<file path="src/rtl/rsc_frame_encoder_if.sv">
// Handshake and symbol bundle between a bit source, the RSC frame encoder and the decoder side.
// master = bit source / symbol consumer, slave = encoder.
interface rsc_frame_encoder_if;
  logic start;
  logic in_bit;
  logic in_valid;
  logic in_ready;
  logic sys;
  logic parity;
  logic Data_Valid;
  logic busy;
  logic frame_done;

  modport master (
    output start, in_bit, in_valid,
    input  in_ready, sys, parity, Data_Valid, busy, frame_done
  );

  modport slave (
    input  start, in_bit, in_valid,
    output in_ready, sys, parity, Data_Valid, busy, frame_done
  );
endinterface

</file>
<file path="src/rtl/rsc_frame_encoder.sv">
// 8-state rate-1/2 RSC encoder (feedback 1+D^2+D^3, parity 1+D+D^3) producing framed symbols.
// Define RSC_TERMINATE_EN to append 3 tail symbols that drive the trellis back to state 0.
module rsc_frame_encoder #(
  parameter int unsigned FRAME_LEN = 61,
  parameter int unsigned CNT_W     = 6
) (
  input logic                 clk,
  input logic                 rst,
  rsc_frame_encoder_if.slave  bus
);

  typedef enum logic [1:0] {StIdle, StEncode, StTail, StDone} state_e;

  localparam logic [CNT_W-1:0] LastIdx = CNT_W'(FRAME_LEN - 1);

  state_e           state_q, state_d;
  logic [2:0]       s_q, s_d;
  logic [CNT_W-1:0] cnt_q, cnt_d;
  logic [1:0]       tail_q, tail_d;
  logic             sys_q, sys_d;
  logic             par_q, par_d;
  logic             dv_q, dv_d;
  logic             done_q, done_d;

  logic fire;
  logic u;
  logic a;
  logic par;

  // Trellis step; in TAIL, u is chosen so the feedback bit a is forced to 0.
  always_comb begin
    fire = 1'b0;
    u    = 1'b0;
    unique case (state_q)
      StEncode: begin
        fire = bus.in_valid;
        u    = bus.in_bit;
      end
      StTail: begin
        fire = 1'b1;
        u    = s_q[1] ^ s_q[2];
      end
      default: ;
    endcase
    a   = u ^ s_q[1] ^ s_q[2];
    par = a ^ s_q[0] ^ s_q[2];
  end

  always_ff @(posedge clk or negedge rst) begin
    if (!rst) begin
      state_q <= StIdle;
      s_q     <= '0;
      cnt_q   <= '0;
      tail_q  <= '0;
      sys_q   <= 1'b0;
      par_q   <= 1'b0;
      dv_q    <= 1'b0;
      done_q  <= 1'b0;
    end else begin
      state_q <= state_d;
      s_q     <= s_d;
      cnt_q   <= cnt_d;
      tail_q  <= tail_d;
      sys_q   <= sys_d;
      par_q   <= par_d;
      dv_q    <= dv_d;
      done_q  <= done_d;
    end
  end

  always_comb begin
    state_d = state_q;
    cnt_d   = cnt_q;
    tail_d  = tail_q;
    s_d     = fire ? {s_q[1:0], a} : s_q;
    sys_d   = fire ? u : sys_q;
    par_d   = fire ? par : par_q;
    dv_d    = fire;
    done_d  = (state_q == StDone);
    unique case (state_q)
      StIdle: begin
        if (bus.start) begin
          state_d = StEncode;
          s_d     = '0;
          cnt_d   = '0;
        end
      end
      StEncode: begin
        if (bus.in_valid) begin
          cnt_d = cnt_q + CNT_W'(1);
          if (cnt_q == LastIdx) begin
`ifdef RSC_TERMINATE_EN
            state_d = StTail;
            tail_d  = '0;
`else
            state_d = StDone;
`endif
          end
        end
      end
      StTail: begin
        tail_d = tail_q + 2'd1;
        if (tail_q == 2'd2) begin
          state_d = StDone;
        end
      end
      StDone: begin
        state_d = StIdle;
      end
      default: state_d = StIdle;
    endcase
  end

  always_comb begin
    bus.in_ready   = (state_q == StEncode);
    bus.busy       = (state_q == StEncode) || (state_q == StTail);
    bus.sys        = sys_q;
    bus.parity     = par_q;
    bus.Data_Valid = dv_q;
    bus.frame_done = done_q;
  end

endmodule
</file>
<file path="src/flat_wrapper.sv">
// flat-port wrapper written by rule: the top's interface ports become plain ports
module rsc_frame_encoder_flat 
#(
  parameter int unsigned FRAME_LEN = 61,
  parameter int unsigned CNT_W     = 6
)
  (clk, rst, bus_start, bus_in_bit, bus_in_valid, bus_in_ready, bus_sys, bus_parity, bus_Data_Valid, bus_busy, bus_frame_done);
  rsc_frame_encoder_if bus_i ();
  input logic clk;
  input logic rst;
  input wire logic [$bits(bus_i.start)-1:0] bus_start;
  input wire logic [$bits(bus_i.in_bit)-1:0] bus_in_bit;
  input wire logic [$bits(bus_i.in_valid)-1:0] bus_in_valid;
  output wire logic [$bits(bus_i.in_ready)-1:0] bus_in_ready;
  output wire logic [$bits(bus_i.sys)-1:0] bus_sys;
  output wire logic [$bits(bus_i.parity)-1:0] bus_parity;
  output wire logic [$bits(bus_i.Data_Valid)-1:0] bus_Data_Valid;
  output wire logic [$bits(bus_i.busy)-1:0] bus_busy;
  output wire logic [$bits(bus_i.frame_done)-1:0] bus_frame_done;
  assign bus_i.start = bus_start;
  assign bus_i.in_bit = bus_in_bit;
  assign bus_i.in_valid = bus_in_valid;
  assign bus_in_ready = bus_i.in_ready;
  assign bus_sys = bus_i.sys;
  assign bus_parity = bus_i.parity;
  assign bus_Data_Valid = bus_i.Data_Valid;
  assign bus_busy = bus_i.busy;
  assign bus_frame_done = bus_i.frame_done;
  rsc_frame_encoder #(.FRAME_LEN(FRAME_LEN), .CNT_W(CNT_W)) u_core (.clk(clk), .rst(rst), .bus(bus_i));
endmodule
</file>
<file path="config.mk">
export PLATFORM = sky130hd
export DESIGN_NAME = rsc_frame_encoder_flat
export DESIGN_NICKNAME = d
export VERILOG_FILES = /design/src/rtl/rsc_frame_encoder_if.sv /design/src/rtl/rsc_frame_encoder.sv /design/src/flat_wrapper.sv
export SDC_FILE = /design/constraint.sdc
export NUM_CORES = 1
export LEC_CHECK = 0
export ABC_AREA = 0
export BUFFER_PORTS_ARGS = -buffer_cell sky130_fd_sc_hd__buf_2
export CORE_MARGIN = 2
export CORE_UTILIZATION = 60
export CTS_BUF_LIST = sky130_fd_sc_hd__clkbuf_4
export DETAILED_ROUTE_END_ITERATION = 8
export GPL_ROUTABILITY_DRIVEN = 0
export GPL_TIMING_DRIVEN = 0
export PLACE_DENSITY_LB_ADDON = 0.25
export SKIP_LAST_GASP = 1
export SLEW_MARGIN = 25
export SYNTH_ARGS = -nofsm -noshare
export SYNTH_HDL_FRONTEND = slang
export SYNTH_SLANG_ARGS = --single-unit
</file>
<file path="constraint.sdc">
create_clock -name clk -period 3.4 [get_ports clk]
set_input_delay 0 -clock clk [delete_from_list [all_inputs] [get_ports clk]]
set_output_delay 0 -clock clk [all_outputs]
set_load 0.05 [all_outputs]
</file>
Yosys cells after proc, flatten, opt, wreduce, memory -nomap -nowiden
Index checks and enable logic that the tools add are counted.
{"block": "totals", "register_bits": 17, "mem_bits_ro": 0, "mem_bits_rw": 0, "out_inout_bits": 6, "latchBits": 0, "mem_count": 0}
{"block": "classes", "shifts": 0, "order_cmp": 0, "div": 0, "n_mux": 13, "add_sub_neg": 2, "reduce_logical": 5, "mul": 0, "n_eq_ne": 9, "bitwise": 5}
{"op": "$mux W6", "count": 2}
{"op": "$pmux W6 S2", "count": 1}
{"op": "$mux W3", "count": 3}
{"op": "$mux W2", "count": 4}
{"op": "$pmux W2 S4", "count": 1}
{"op": "$add A6 B1 Y6 const B", "count": 1}
{"op": "$eq A2 B2 Y1 const B", "count": 3}
{"op": "$eq A6 B6 Y1 const B", "count": 1}
{"op": "$xor A1 B1 Y1", "count": 5}
{"op": "$ne A2 B1 Y1 const B", "count": 2}
{"op": "$ne A2 B2 Y1 const B", "count": 2}
{"op": "$pmux W1 S2", "count": 2}
{"op": "$reduce_and A4 Y1", "count": 1}
{"op": "$reduce_and A3 Y1", "count": 1}
{"op": "$add A2 B1 Y2 const B", "count": 1}
{"op": "$eq A2 B1 Y1 const B", "count": 1}
{"op": "$logic_not A2 Y1", "count": 1}
{"op": "$reduce_bool A2 Y1", "count": 1}
{"op": "$logic_or A1 B1 Y1", "count": 1}

Logic depth before layout (Yosys ltp)
Gate-level depths: netlist of the first run.
{"block": "depth", "depth_word": 7, "depth_mapped": 8, "depth_no_buf": 7}

Least setup slack after synthesis of the first run
No wires, ideal clock.
{"block": "synth_path", "path_kind": "flip-flop to flip-flop", "start": "register u_core.state_q[1]", "end": "register u_core.state_q[1]", "setup_slack_ns": 1.452, "stages_incl_launch_ff": 7, "path_buffers": 1, "t_arrival_ns": 1.823, "cell_sequence": "dfrtp_1 -> inv_1 -> ha_1 -> buf_4 -> o21ai_1 -> o2111ai_1 -> mux2_2"}
{"block": "synth_via", "elab_chain_cells": 3, "elab_cells_between_ends": 10, "cone_classes": "eq/ne (7); mux (1); reduce/logical (2)"}
{"element": "start, declared", "line": "rsc_frame_encoder.sv:16", "source": "state_e state_q, state_d;"}
{"element": "start signal, assigned", "line": "rsc_frame_encoder.sv:51", "source": "state_q <= StIdle;"}
{"element": "start signal, assigned", "line": "rsc_frame_encoder.sv:60", "source": "state_q <= state_d;"}
{"element": "$eq A2 B1 Y1 (*)"}
{"element": "via bus_in_ready", "line": "flat_wrapper.sv:14", "source": "output wire logic [$bits(bus_i.in_ready)-1:0] bus_in_ready;"}
{"element": "$ne A2 B1 Y1 (no line) / $ne A2 B2 Y1 (equally long branches)"}
{"element": "$reduce_and A4 Y1 (no line)"}
The timed path passes the listed nets; every way through them passes the cells marked *.
A chain may end at the register's enable or synchronous reset.

Final worst setup path of the first run
{"block": "layout_path", "start": "register u_core.state_q[0]", "end": "register u_core.state_q[1]"}
{"block": "layout_via", "elab_chain_cells": 3, "elab_cells_between_ends": 10, "cone_classes": "eq/ne (7); mux (1); reduce/logical (2)"}
{"element": "$eq A2 B2 Y1 (tied with other cells)", "line": "rsc_frame_encoder.sv:80", "source": "unique case (state_q)"}
{"element": "$ne A2 B1 Y1 (no line) / $ne A2 B2 Y1 (equally long branches)"}
{"element": "$reduce_and A4 Y1 (no line)"}
Parallel ways exist; a longest one is shown, timed or not.

==> metrics.cfg, run 1 <==
[floorplan]
dieArea_sq_mm = 0.00191
row_count = 14
fp.dieH_um = 43.7
start_util_pct = 63.5
coreArea_sq_mm = 0.00149
die_w_um = 43.7
pin_count = 11

[grt]
antenna_found_initial = 0
grt_pass1_vias = 704
globalRoute.totalOverflow = 0
grt_pass1_wl_um = 2990
grt_start_max_net_pins = 18
grt.total_usage_pct = 21.0

[worst_setup_path]
slowest_delay_ps = 430
worst-r2r-cell-count = 5
worstPathArrival_ps = 1930
crit_chain = inv_1 > ha_1 > inv_1 > o2111ai_1 > mux2_2
cp_num_buf_inv = 2
path_common_cell = inv_1
cpMaxStageDelayCell = dfrtp_1
r2r-end = u_core.state_q[1]
r2r_setup_slack_ps = 1650
critical_path_required_ps = 3580
start_kind = flip-flop
rr_startpoint = u_core.state_q[0]
criticalPathCategory = flip-flop to flip-flop
path_max_fanout = 6
crit_family = flip-flops
end_kind = flip-flop

[power_and_ir_drop]
ir_drop_uv = 484
powerDensity_mw_per_mm2 = 1030
power_leakage_nw = 0.539

[cells_and_area]
nNetsFinal = 118
final_cell_area_sq_mm = 0.00106
fillCellCount = 100
area_growth_pct = 12.4
final_cells = 120
multi_input_area_sq_um = 475
n_antenna_cell = 0
ff_latch_area_sq_um = 425
layout-drive-gt1-share_pct = 21.2

[timing]
hold_viol = 0
period_share_pct = 51.5
finalSetupViolations = 0
relSlewSlack_pct = 74.7
finClkSkew_ps = 1.05
max_freq_mhz = 571
finalSetupTns_ps = 0
worst_slew_pin_slew_ps = 379
rsz0062_at_grt = no
drv_slew = 0
hold_ws_ps = 50.1
fin_crit_ps = 1750

[route]
avgRoutedWirePerCell_um = 14.0
drc = 0
drt_iter0_drc = 22
routed_wl_um = 1680
dr.pass1.iters = 4
via_per_inst = 5.99
vias = 719
drtAntennaViolNets = 0

[yosys]
yosysMostFrequentCell = dfrtp_1
syn-cell-area_sq_um = 946
ys_ff_latch = 17
synth_fp_nets = 101
ys_types = 30
synth_top_area_cell = dfrtp_1
yosys_warnings = 0
ys_seq_area_share_pct = 45.0
synthesis.instances = 88
synthArstFlopShare_pct = 100
yosys-top-cells-count = dfrtp_1, ha_1, inv_1, o21ai_0
postSynthAreaPerCell_sq_um = 10.7
yosys.area.top_type_share_pct = 45.0
synthTopCellsByArea = dfrtp_1, ha_1, mux2i_1, o21ai_0, inv_1
ys.flop_type = dfrtp_1
synth-edff-count = 0

[cts]
clk_pin_slew_ps = 100
cts_resized = 0
cts_tree = yes
cts_buffers = 3
cts_buffer_depth = 2
htree_levels = 1
clk_latency_ps = 280
root_buffer = clkbuf_4
clock_sinks = 17

[placed_design]
hpwl_um = 1280
io_buffers = 10
placed_cells = 114
dpl_cell_area_sq_mm = 0.00102

[worst_hold_path]
hold_path_depth = 3
worstHoldStart = bus_in_bit
hold_end = u_core.bus.sys
hold_class = input port to flip-flop

[outcome]
status = finished, final reports clean

[run]
maxCapViolations = 0

-- worst register-to-register path: cells and delay by family, from the launching register on --
| family | cells | cell delay (ps) |
|---|---|---|
| buf+inv | 2 | 220 |
| fa+ha+maj | 1 | 280 |
| compound gates | 1 | 350 |
| mux | 1 | 380 |
| flops | 1 | 430 |
-- per-stage QoR --
step | power [W] | setup slack [ps] | utilization (%)
floorplan | 0.000863 | 1450 | -
global placement | 0.000959 | 1700 | 68.2
detailed placement | 0.000992 | 1670 | 68.2
CTS | 0.00110 | 1650 | 71.4
global route | 0.00118 | 1530 | 71.4
finish | 0.00109 | 1650 | 71.4
-- where the power goes --
group	internal (W)	total, W	switching (W)
clock	0.0000437	0.000105	0.0000614
combinational	0.000224	0.000622	0.000397
sequential	0.000293	0.000368	0.0000745
total	0.000561	0.00109	0.000533
-- cell type report --
class | count | area share, %
plain buffers | 2 | 1.41
clock buffers | 3 | 2.12
clock inverters | 1 | 0.471
inverters | 8 | 2.82
multi-input cells | 61 | 44.7
flip-flops and latches | 17 | 40.0
well taps | 16 | 1.88
repair buffers | 12 | 6.59
-- worst max path at each step --
stage,start,end,slack [ps],depth (start not counted)
floorplan,u_core.state_q[1],u_core.state_q[1],1450,6
CTS,u_core.state_q[1],u_core.state_q[1],1650,6
detailed placement,u_core.state_q[1],u_core.state_q[1],1670,6
finish,u_core.state_q[0],u_core.state_q[1],1650,5
global placement,u_core.state_q[0],u_core.state_q[1],1700,5
global route,u_core.state_q[0],u_core.state_q[1],1530,5
-- flip-flops by register name, summed over array words and instances, names as in the netlist --
name	flops
u_core.bus.parity	1
u_core.tail_q	2
u_core.bus.Data_Valid	1
u_core.s_q	3
u_core.cnt_q	6
u_core.state_q	2
u_core.bus.frame_done	1
u_core.bus.sys	1
-- layout by cell type (no fill, tap or decap), types with 2 or more instances in the layout --
cell / synthesis / routed
a22o_1: 2 / 2
clkbuf_4: 0 / 3
ha_1: 8 / 8
and3_1: 2 / 2
dfrtp_1: 17 / 17
nand4_1: 2 / 2
a21oi_1: 5 / 5
o21ai_1: 2 / 2
nand2_1: 5 / 5
buf_4: 2 / 2
inv_1: 7 / 7
nand3_1: 2 / 2
o21ai_0: 6 / 6
xnor2_1: 3 / 3
xor2_1: 3 / 3
mux2i_1: 4 / 4
dlygate4sd3_1: 0 / 2
nor2_1: 4 / 4
buf_2: 0 / 10
-- cell families (layout without fill, tap and decap cells) --
| group | Yosys count | after routing | synth area share (%) |
|---|---|---|---|
| AOI/OAI and AO/OA | 23 | 23 | 17.7 |
| and+or+nand+nor | 19 | 19 | 11.0 |
| DFF | 17 | 17 | 45.0 |
| buffers and inverters | 10 | 26 | 4.76 |
| adders and majority gates | 8 | 8 | 10.6 |
| xor gates and xnor gates | 6 | 6 | 5.56 |
| muxes | 5 | 5 | 5.42 |
-- layer usage --
metal  part of all wire, %  GRT usage (%)
met1                    43           27.0
met2                    52           35.3
met3                   4.1           2.50
met4                   1.1           9.09
met5                     0              0
-- repair_timing --
item                                   in CTS  in global routing
endpoints found under the hold margin      20                  0
hold buffers                                2                  0
setup endpoints to repair                   0                  0
setup buffers                               0                  0
Power figures use the tool's default switching activity.
==> run 2, diff against run 1 <==
--- a/config.mk
+++ b/config.mk
@@ -8,7 +8,7 @@
 export ABC_AREA = 0
 export BUFFER_PORTS_ARGS = -buffer_cell sky130_fd_sc_hd__buf_2
 export CORE_MARGIN = 2
-export CORE_UTILIZATION = 60
+export CORE_UTILIZATION = 53
 export CTS_BUF_LIST = sky130_fd_sc_hd__clkbuf_4
 export DETAILED_ROUTE_END_ITERATION = 8
 export GPL_ROUTABILITY_DRIVEN = 0
==> constraint.sdc (replaced) <==
create_clock -name clk -period 1.6 [get_ports clk]
set_input_delay 0 -clock clk [delete_from_list [all_inputs] [get_ports clk]]
set_output_delay 0 -clock clk [all_outputs]
set_load 0.05 [all_outputs]
==> run 2 against run 1 <==
Against the previous run: die area increased by 12%; setup slack got worse by 1600 ps; via count increased by 2.4%; power increased by 150%; clock skew increased by 3.9 ps; hold slack improved by 42 ps; sequential share of layout area decreased by 4.7 points; critical path type unchanged.
==> metrics.cfg, run 2 (synthesis results as in run 1) <==
[outcome]
status = finished, final reports clean

[grt]
globalRoute.totalOverflow = 0  ; unchanged
grt_pass1_vias = 704  ; unchanged
grt_pass1_wl_um = 3200  ; +6.9%
grt.total_usage_pct = 21.3  ; +0.36 points
antenna_found_initial = 0  ; unchanged
grt_start_max_net_pins = 18  ; unchanged

[route]
vias = 736  ; +2.4%
drtAntennaViolNets = 0  ; unchanged
avgRoutedWirePerCell_um = 14.0  ; +0.45%
drc = 0  ; unchanged
routed_wl_um = 1940  ; +16%
via_per_inst = 5.33  ; -11%
dr.pass1.iters = 4  ; unchanged
drt_iter0_drc = 9  ; -59%

[cts]
cts_buffers = 3  ; unchanged
cts_tree = yes
htree_levels = 1  ; unchanged
clk_latency_ps = 280  ; about the same
clk_pin_slew_ps = 100  ; about the same
root_buffer = clkbuf_4
clock_sinks = 17  ; unchanged
cts_buffer_depth = 2  ; unchanged

[cells_and_area]
nNetsFinal = 127  ; +7.6%
final_common_cell = dfrtp_1
layout.cells.most_common_list = dfrtp_1, buf_2, buf_4, o21ai_0
largest_registers = u_core.cnt_q (6), u_core.s_q (3)
largest_reg_flops = 6  ; unchanged
n_antenna_cell = 0  ; unchanged
final_cell_area_sq_mm = 0.00121  ; +14%
final_cells = 138  ; +15%
layout-drive-gt1-share_pct = 34.5  ; +13 points
largest-register = u_core.cnt_q
area_growth_pct = 27.6

[power_and_ir_drop]
netSwitchingPower_w = 0.00126  ; +140%
powerDensity_mw_per_mm2 = 2230  ; +120%
pwr-share-clk_pct = 9.0  ; -0.6 points
p_seq_share_pct = 29.0  ; -4.6 points
ir_drop_uv = 1050  ; +120%
p_int_w = 0.00143  ; +160%
power_leakage_nw = 0.592  ; +9.7%
power_frac_comb_pct = 62.0  ; +5.2 points
sw_frac_of_total_pct = 46.8  ; -2.0 points

[floorplan]
dieArea_sq_mm = 0.00214  ; +12%
row_count = 15  ; +1
coreArea_sq_mm = 0.00171  ; +15%
pin_count = 11  ; unchanged
start_util_pct = 55.4  ; -8.1 points
die_w_um = 46.2  ; +5.8%
fp.dieH_um = 46.2  ; +5.8%

[timing]
max_freq_mhz = 638  ; +12%
worst_slew_pin_slew_ps = 383  ; +3.67 ps
rsz0062_at_grt = yes
finalSetupViolations = 0  ; unchanged
finClkSkew_ps = 4.93  ; +3.88 ps
drv_slew = 0  ; unchanged
hold_viol = 0  ; unchanged
fin_crit_ps = 1570  ; -186 ps
hold_ws_ps = 92.1  ; +42.0 ps
relSlewSlack_pct = 74.5  ; -0.24 points
period_share_pct = 97.9  ; +46 points

[placed_design]
dpl_cell_area_sq_mm = 0.00105  ; +3.8%
io_buffers = 10  ; unchanged
placed_cells = 123  ; +7.9%
hpwl_um = 1200  ; -6.3%

[worst_setup_path]
criticalPathCategory = flip-flop to flip-flop
start_kind = flip-flop
worstPathArrival_ps = 1750  ; -180 ps
end_kind = flip-flop
path_max_fanout = 10  ; +4
critical_path_required_ps = 1780  ; -1800 ps

[run]
maxCapViolations = 0  ; unchanged

[worst_hold_path]
hold_class = input port to flip-flop

run 2: cell types whose count changed in the layout (fill, tap and decap cells not counted), sizes merged:
cell    change
buf         +9
clkinv      -1
clkbuf      +1
run 2: critical path, cell delays in order, from the launching register on:
cell and delay (ps):
dfrtp_1 410, inv_2 110, ha_4 180, buf_6 140
a21o_1 150, nand2_4 90, inv_2 90, nor2_1 70
a221oi_2 230
run 2: per-layer routing:
layer	routed length (um)	part of all wire, %	track usage, %	vias to the layer above
li1	-	-	-	364
met1	828	43	27.4	350
met2	999	52	35.0	16
met3	62	3.2	4.31	6
met4	45	2.3	8.00	0
met5	0	0	0	-
run 2: power groups by stage:
stage / registers (W) / logic, W / clock network, W
2_1_floorplan: 0.000905 / 0.00103 / 0
3_3_place_gp: 0.000784 / 0.00134 / 0
3_5_place_dp: 0.000796 / 0.00138 / 0
4_1_cts: 0.000780 / 0.00151 / 0.000247
5_1_grt: 0.000813 / 0.00181 / 0.000275
6_report: 0.000781 / 0.00167 / 0.000243
run 2: area by class of cell:
class	instances	area [sq um]
Multi-Input combinational cell	61	531
Fill cell	125	500
Sequential cell	17	427
Timing Repair Buffer	22	145
Inverter	8	32.5
Tap cell	25	31.3
Clock buffer	4	30.0
Buffer	1	11.3
run 2: repair_timing:
item,in CTS,in global routing
pin swaps,1,1
hold buffers,2,0
hold endpoints to repair,20,0
setup buffers,4,6
endpoints found under the setup margin,4,5
gates resized for setup,5,2
run 2: metrics by stage:
stage / power, W / TNS [ps] / util (%) / setup slack (ps)
floorplan: 0.00193 / 0 / - / 0.760
global placement: 0.00212 / -168 / 61.8 / -86.3
detailed placement: 0.00218 / -238 / 61.8 / -121
CTS: 0.00254 / 0 / 67.5 / 59.5
global route: 0.00290 / -31.9 / 70.7 / -30.2
finish: 0.00270 / 0 / 70.7 / 33.6
run 2: final timing paths:
kind | from | cells after the start | endpoint | slack [ps]
min reg2reg | u_core.tail_q[0] | 1 | u_core.tail_q[0] | 480
max in group asynchronous | rst | 2 | u_core.state_q[0] | 1140
min | bus_in_bit | 3 | u_core.bus.sys | 90
min in group asynchronous | rst | 2 | u_core.bus.sys | 160
max reg2reg | u_core.state_q[1] | 8 | u_core.s_q[0] | 30
max | u_core.state_q[1] | 8 | u_core.s_q[0] | 30
